File: src/rtl/r200_pkg.sv
// Shared definitions for the r200 pipeline: data width, NOP encoding, reset PC
// and the fetch queue entry layout.
package r200_pkg;

  localparam int unsigned XLEN = 32;

  localparam logic [XLEN-1:0] INSTR_NOP        = 32'h0000_0013;
  localparam logic [XLEN-1:0] DEFAULT_RESET_PC = 32'h0000_0000;

  typedef struct packed {
    logic [XLEN-1:0] pc;
    logic [XLEN-1:0] instr;
    logic            filled;
  } fetch_entry_t;

endpackage

File: src/rtl/r200_fetch_fifo.sv
// Prefetch entry storage: entries are allocated with their PC, filled in
// allocation order by memory responses and popped from the head once filled.
module r200_fetch_fifo
  import r200_pkg::*;
#(
  parameter int unsigned DEPTH = 4
) (
  input  logic                     clk,
  input  logic                     rst_n,
  input  logic                     flush,
  input  logic                     alloc,
  input  logic [XLEN-1:0]          alloc_pc,
  input  logic                     fill,
  input  logic [XLEN-1:0]          fill_data,
  input  logic                     pop,
  output logic                     head_valid,
  output logic [XLEN-1:0]          head_pc,
  output logic [XLEN-1:0]          head_instr,
  output logic [$clog2(DEPTH):0]   count,
  output logic [$clog2(DEPTH):0]   pending
);

  localparam int unsigned AW = $clog2(DEPTH);
  localparam int unsigned CW = AW + 1;

  fetch_entry_t  mem [DEPTH];
  logic [AW-1:0] wr_ptr, fill_ptr, rd_ptr;
  logic          alloc_en, fill_en, pop_en;

  assign head_valid = (count != '0) && mem[rd_ptr].filled;
  assign head_pc    = mem[rd_ptr].pc;
  assign head_instr = mem[rd_ptr].instr;

  assign alloc_en = alloc && (count < CW'(DEPTH));
  assign fill_en  = fill && (pending != '0);
  assign pop_en   = pop && head_valid;

  always_ff @(posedge clk or negedge rst_n) begin
    if (!rst_n) begin
      wr_ptr   <= '0;
      fill_ptr <= '0;
      rd_ptr   <= '0;
      count    <= '0;
      pending  <= '0;
      for (int unsigned i = 0; i < DEPTH; i++) mem[i] <= '0;
    end else if (flush) begin
      wr_ptr   <= '0;
      fill_ptr <= '0;
      rd_ptr   <= '0;
      count    <= '0;
      pending  <= '0;
    end else begin
      // A response is never for the entry allocated in the same cycle, so
      // alloc and fill always address different slots.
      if (alloc_en) begin
        mem[wr_ptr] <= '{pc: alloc_pc, instr: INSTR_NOP, filled: 1'b0};
        wr_ptr      <= wr_ptr + AW'(1);
      end
      if (fill_en) begin
        mem[fill_ptr].instr  <= fill_data;
        mem[fill_ptr].filled <= 1'b1;
        fill_ptr             <= fill_ptr + AW'(1);
      end
      if (pop_en) rd_ptr <= rd_ptr + AW'(1);
      count   <= count + CW'(alloc_en) - CW'(pop_en);
      pending <= pending + CW'(alloc_en) - CW'(fill_en);
    end
  end

endmodule

File: src/rtl/r200_fetch_queue.sv
// r200 instruction fetch front end: fetch PC, credit-limited imem requests,
// redirect flush with drop accounting. R200_FETCH_PERF_EN adds perf counters.
module r200_fetch_queue
  import r200_pkg::*;
#(
  parameter logic [31:0] RESET_PC = DEFAULT_RESET_PC,
  parameter int unsigned DEPTH    = 4
) (
  input  logic        clk,
  input  logic        rst_n,
  output logic        imem_req_valid,
  input  logic        imem_req_ready,
  output logic [31:0] imem_req_addr,
  input  logic        imem_rsp_valid,
  input  logic [31:0] imem_rsp_data,
  input  logic        redirect,
  input  logic [31:0] redirect_pc,
  input  logic        stall,
  output logic        if_valid,
  output logic [31:0] if_instrn,
  output logic [31:0] if_pc_addrout,
  output logic [31:0] if_pcp4
`ifdef R200_FETCH_PERF_EN
  ,
  output logic [31:0] perf_bubble_cnt,
  output logic [31:0] perf_redirect_cnt
`endif
);

  localparam int unsigned CW = $clog2(DEPTH) + 1;

  logic [31:0]   fpc;
  logic [CW-1:0] count, pending, drop_cnt;
  logic [CW:0]   credit_sum;
  logic          accept, rsp_fill, rsp_drop, pop;
  logic          head_valid;
  logic [31:0]   head_pc, head_instr;
  logic [1:0]    unused_redirect_lo;

  assign unused_redirect_lo = redirect_pc[1:0];

  assign credit_sum     = {1'b0, count} + {1'b0, drop_cnt};
  assign imem_req_valid = rst_n && (credit_sum < (CW+1)'(DEPTH)) && !redirect;
  assign imem_req_addr  = fpc;
  assign accept         = imem_req_valid && imem_req_ready;

  assign rsp_drop = imem_rsp_valid && (drop_cnt != '0);
  assign rsp_fill = imem_rsp_valid && (drop_cnt == '0);
  assign pop      = head_valid && !stall && !redirect;

  r200_fetch_fifo #(.DEPTH(DEPTH)) u_fifo (
    .clk        (clk),
    .rst_n      (rst_n),
    .flush      (redirect),
    .alloc      (accept),
    .alloc_pc   (fpc),
    .fill       (rsp_fill),
    .fill_data  (imem_rsp_data),
    .pop        (pop),
    .head_valid (head_valid),
    .head_pc    (head_pc),
    .head_instr (head_instr),
    .count      (count),
    .pending    (pending)
  );

  always_ff @(posedge clk or negedge rst_n) begin
    if (!rst_n) begin
      fpc      <= RESET_PC;
      drop_cnt <= '0;
    end else if (redirect) begin
      fpc      <= {redirect_pc[31:2], 2'b00};
      // Every outstanding request is owed a response; one arriving now
      // retires either a drop or a pending entry, so it is subtracted once.
      drop_cnt <= drop_cnt + pending - CW'(imem_rsp_valid);
    end else begin
      if (accept)   fpc      <= fpc + 32'd4;
      if (rsp_drop) drop_cnt <= drop_cnt - CW'(1);
    end
  end

  assign if_valid      = head_valid;
  assign if_instrn     = head_valid ? head_instr : INSTR_NOP;
  assign if_pc_addrout = head_valid ? head_pc : fpc;
  assign if_pcp4       = if_pc_addrout + 32'd4;

`ifdef R200_FETCH_PERF_EN
  always_ff @(posedge clk or negedge rst_n) begin
    if (!rst_n) begin
      perf_bubble_cnt   <= '0;
      perf_redirect_cnt <= '0;
    end else begin
      if (!head_valid && !stall) perf_bubble_cnt   <= perf_bubble_cnt + 32'd1;
      if (redirect)              perf_redirect_cnt <= perf_redirect_cnt + 32'd1;
    end
  end
`endif

endmodule

File: config.mk
export PLATFORM = sky130hd
export DESIGN_NAME = r200_fetch_queue
export DESIGN_NICKNAME = d
export VERILOG_FILES = /design/src/rtl/r200_pkg.sv /design/src/rtl/r200_fetch_fifo.sv /design/src/rtl/r200_fetch_queue.sv
export SDC_FILE = /design/constraint.sdc
export NUM_CORES = 1
export LEC_CHECK = 0
export ABC_AREA = 1
export CAP_MARGIN = 20
export CORE_MARGIN = 2
export CORE_UTILIZATION = 51
export DETAILED_ROUTE_END_ITERATION = 16
export GPL_ROUTABILITY_DRIVEN = 0
export PLACE_DENSITY = 0.74
export SETUP_SLACK_MARGIN = 0.2
export SLEW_MARGIN = 20
export SYNTH_ARGS = -nofsm -noshare
export SYNTH_HDL_FRONTEND = slang
export SYNTH_SLANG_ARGS = --single-unit
File: constraint.sdc
create_clock -name clk -period 2.9 [get_ports clk]
set_input_delay 0.87 -clock clk [delete_from_list [all_inputs] [get_ports clk]]
set_output_delay 0.87 -clock clk [all_outputs]
set_load 0.005 [all_outputs]
==> metrics.json <==
{
  "min_delay_path_class": {"value": "in2async"},
  "critPathArrivalTime": {"value": 3.16, "unit": "ns"},
  "layout.filler_cells": {"value": 1953},
  "slew_headroom": {"value": 0.3378},
  "synth_cell_type_count": {"value": 37},
  "worstRegToRegCells": {"value": 15},
  "vias": {"value": 17486},
  "worst-endpoint-required": {"value": 2.03, "unit": "ns"},
  "final_common_cell": {"value": "sky130_fd_sc_hd__nand2_1"},
  "ant_nets": {"value": 0},
  "horizontal_die_dimension": {"value": 180.3, "unit": "um"},
  "syn-cell-area": {"value": 15850, "unit": "um^2"},
  "synth_seq_cells": {"value": 297},
  "critPathLaunchType": {"value": "flip-flop"},
  "design.portCount": {"value": 200},
  "cellLeakagePower": {"value": 11.04, "unit": "nW"},
  "final.setup.tns": {"value": -57.75, "unit": "ns"},
  "diodes": {"value": 0},
  "post_synth_inst_count": {"value": 2079},
  "gr-usage-all-layers": {"value": 0.3392},
  "first_global_vias": {"value": 16831},
  "final_setup_viols": {"value": 94},
  "h-tree-depth": {"value": 1},
  "max_freq": {"value": 248.4, "unit": "MHz"},
  "cts_tree": {"value": "built"},
  "num-nets-final": {"value": 2584},
  "fin_ws": {"value": -1.126, "unit": "ns"},
  "ys_async_sr_fraction": {"value": 1.000},
  "placed_cells_incl_taps": {"value": 2739},
  "grt.overflow.total": {"value": 0},
  "clkLatencyLatePin": {"value": 0.58, "unit": "ns"},
  "run_status": {"value": "finished with violations"},
  "route.detailed.wl_per_inst": {"value": 20.84, "unit": "um"},
  "seq_area_frac_synth": {"value": 0.4688},
  "design.die.area": {"value": 32510, "unit": "um^2"},
  "finalMaxSlewViolations": {"value": 0},
  "total_power_consumption_of_the_routed_design": {"value": 15.09, "unit": "mW"},
  "worst_pin_slew": {"value": 0.9932, "unit": "ns"},
  "synth-warning-count": {"value": 0},
  "post_drt_via_cell_ratio": {"value": 6.009},
  "layout_common_cells": {"value": "sky130_fd_sc_hd__nand2_1 (357), sky130_fd_sc_hd__dfrtp_1 (295), sky130_fd_sc_hd__o21ai_0 (279), sky130_fd_sc_hd__inv_1 (208), sky130_fd_sc_hd__buf_4 (187)"},
  "clk_sink_count": {"value": 297},
  "drtPass1Iterations": {"value": 6},
  "fin_crit_sh": {"value": 1.388},
  "detailedPlace.worstSlack": {"value": -0.6758, "unit": "ns"},
  "initial_utilization": {"value": 0.5183},
  "crit_fanout": {"value": 6},
  "synthFlopType": {"value": "sky130_fd_sc_hd__dfrtp_1"},
  "final-hold-violation-count": {"value": 0},
  "grt_pass1_wl": {"value": 89.49, "unit": "mm"},
  "violations": {"value": "setup timing"},
  "drt_iter0_drc": {"value": 2242},
  "dieHeight": {"value": 180.3, "unit": "um"},
  "core_region_area": {"value": 30590, "unit": "um^2"},
  "critPathKind": {"value": "reg2out"},
  "crit_path_end_kind": {"value": "output pin"},
  "cts_hold_buffers": {"value": 0},
  "hpwlAfterDp": {"value": 33.95, "unit": "mm"},
  "finClkSkew": {"value": 0.007218, "unit": "ns"},
  "route.detailed.drc": {"value": 0},
  "synth_enable_flop_cells": {"value": 0},
  "layout.cells.non_filler": {"value": 2910},
  "synthesis.area_per_instance": {"value": 7.626, "unit": "um^2"},
  "grt_antenna_before_repair": {"value": 1},
  "syn_to_final_growth": {"value": 46.78, "unit": "%"},
  "finalCriticalPeriod": {"value": 4.026, "unit": "ns"},
  "tritoncts.num_buffers": {"value": 31},
  "max_cap_viol_count": {"value": 0},
  "reg2reg_from": {"value": "u_fifo.rd_ptr[0]"},
  "row_count": {"value": 64},
  "power-per-cell-area": {"value": 648.5, "unit": "nW/um^2"},
  "finalWirelength": {"value": 60.63, "unit": "mm"},
  "reg2reg_setup_slack": {"value": -0.02, "unit": "ns"},
  "clockRootBuffer": {"value": "sky130_fd_sc_hd__clkbuf_16"},
  "post_route_cells_drive_above_1_share": {"value": 0.3011},
  "rsz0062_at_grt": {"value": "yes"},
  "grt_start_max_net_pins": {"value": 159},
  "power.ir.vdd_worst": {"value": 0.0005099, "unit": "V"},
  "numPortBuffers": {"value": 191},
  "clk_pin_slew": {"value": 0.06, "unit": "ns"},
  "cts_buffer_depth": {"value": 3},
  "crit-reg2reg-capture": {"value": "u_fifo.count[1]"}
}
-- worst max path at each step --
stage,cells past startpoint,slack (ns),startpoint,endpoint
finish,20,-1.13,u_fifo.rd_ptr[0],if_pcp4[31]
CTS,16,-0.85,u_fifo.rd_ptr[0],if_pcp4[14]
global placement,15,-0.65,u_fifo.rd_ptr[0],if_pcp4[29]
floorplan,16,0.13,u_fifo.rd_ptr[0],if_pcp4[18]
global route,16,-1.32,u_fifo.rd_ptr[0],if_pcp4[27]
detailed placement,15,-0.68,u_fifo.rd_ptr[0],if_pcp4[29]
-- metrics by stage --
stage | cell area [um^2] | utilization | hold WS (ns)
after floorplan | 15980 | - | 0.4419
after global placement | 19480 | 0.6369 | 0.4569
after detailed placement | 19480 | 0.6369 | 0.4584
after CTS | 22470 | 0.7347 | 0.2390
after global routing | 23270 | 0.7607 | 0.2412
final | 23270 | 0.7607 | 0.2592
-- registers in the layout (all words and copies together) (netlist names) --
signal,count
drop_cnt,3
u_fifo.fill_ptr,2
u_fifo.mem,252
u_fifo.pending,3
imem_req_addr,30
u_fifo.count,3
u_fifo.wr_ptr,2
u_fifo.rd_ptr,2
-- routing by layer --
| layer | track usage | part of all wire | up-vias |
|---|---|---|---|
| met5 | 0 | 0.00016 | - |
| met4 | 0.1539 | 0.056 | 2 |
| met3 | 0.05497 | 0.098 | 291 |
| met2 | 0.5553 | 0.47 | 1249 |
| met1 | 0.4449 | 0.38 | 8300 |
| li1 | - | - | 7644 |
-- critical path, cell delays in order, from the launching register on --
cell,delay [ns]
sky130_fd_sc_hd__dfrtp_4,0.50
sky130_fd_sc_hd__buf_8,0.16
sky130_fd_sc_hd__buf_12,0.12
sky130_fd_sc_hd__buf_12,0.12
sky130_fd_sc_hd__buf_12,0.12
sky130_fd_sc_hd__nor2_4,0.03
sky130_fd_sc_hd__nor2_1,0.10
sky130_fd_sc_hd__o21ai_1,0.09
sky130_fd_sc_hd__nand2_1,0.12
sky130_fd_sc_hd__nor2_1,0.08
sky130_fd_sc_hd__nor2_1,0.17
sky130_fd_sc_hd__nand2_1,0.09
sky130_fd_sc_hd__nor2_1,0.14
sky130_fd_sc_hd__nand2_1,0.12
sky130_fd_sc_hd__nor2_4,0.12
sky130_fd_sc_hd__buf_6,0.11
sky130_fd_sc_hd__buf_4,0.10
sky130_fd_sc_hd__nand2_1,0.05
sky130_fd_sc_hd__nand2_1,0.06
sky130_fd_sc_hd__nand2_1,0.05
sky130_fd_sc_hd__buf_2,0.12
-- synth_stat cells (all sizes together), types with 2 or more instances --
cell type	number	share of area
clkbuf	78	0.018
o21ai	328	0.10
o211ai	11	0.0052
nor4	5	0.0024
inv	231	0.055
o22ai	72	0.028
dfrtp	297	0.47
nand3	143	0.045
buf	55	0.020
o221ai	11	0.0061
fa	3	0.0038
nand3b	2	0.00095
xor2	41	0.023
clkinv	4	0.00095
nand2	442	0.11
nand4	18	0.0071
xnor2	3	0.0017
nor3	11	0.0041
ha	21	0.017
nor2	195	0.049
a21oi	103	0.033
-- area by class of cell --
cell class | count | area (um^2) | share of cell area
Clock buffer | 41 | 873.3 | 0.03753
Clock inverter | 16 | 245.2 | 0.01054
Inverter | 235 | 918.4 | 0.03947
Multi-Input combinational cell | 1420 | 8339 | 0.3584
Sequential cell | 297 | 7437 | 0.3196
Tap cell | 396 | 495.5 | 0.02129
Timing Repair Buffer | 505 | 4961 | 0.2132
-- power breakdown --
| group | internal, mW | total (mW) | switching [mW] |
|---|---|---|---|
| logic | 2.31 | 5.22 | 2.91 |
| clock network | 2.65 | 4.38 | 1.73 |
| registers | 5.00 | 5.49 | 0.497 |
-- cell families (layout without fill, tap and decap cells) --
family	Yosys count	after routing	synth area share
other	1	6	0.0002365
AOI/OAI and AO/OA	529	529	0.1776
and+or+nand+nor	816	817	0.2146
DFF	297	297	0.4688
buffers and inverters	368	797	0.09407
adders and majority gates	24	24	0.02036
xor gates and xnor gates	44	44	0.02431
-- repair_timing --
| item | in CTS | in global routing |
|---|---|---|
| resized for setup | 686 | 181 |
| setup endpoints to repair | 96 | 99 |
| cloned | 10 | 2 |
| setup buffers | 74 | 28 |
| pin swaps | 153 | 109 |
Power figures use the tool's default switching activity.
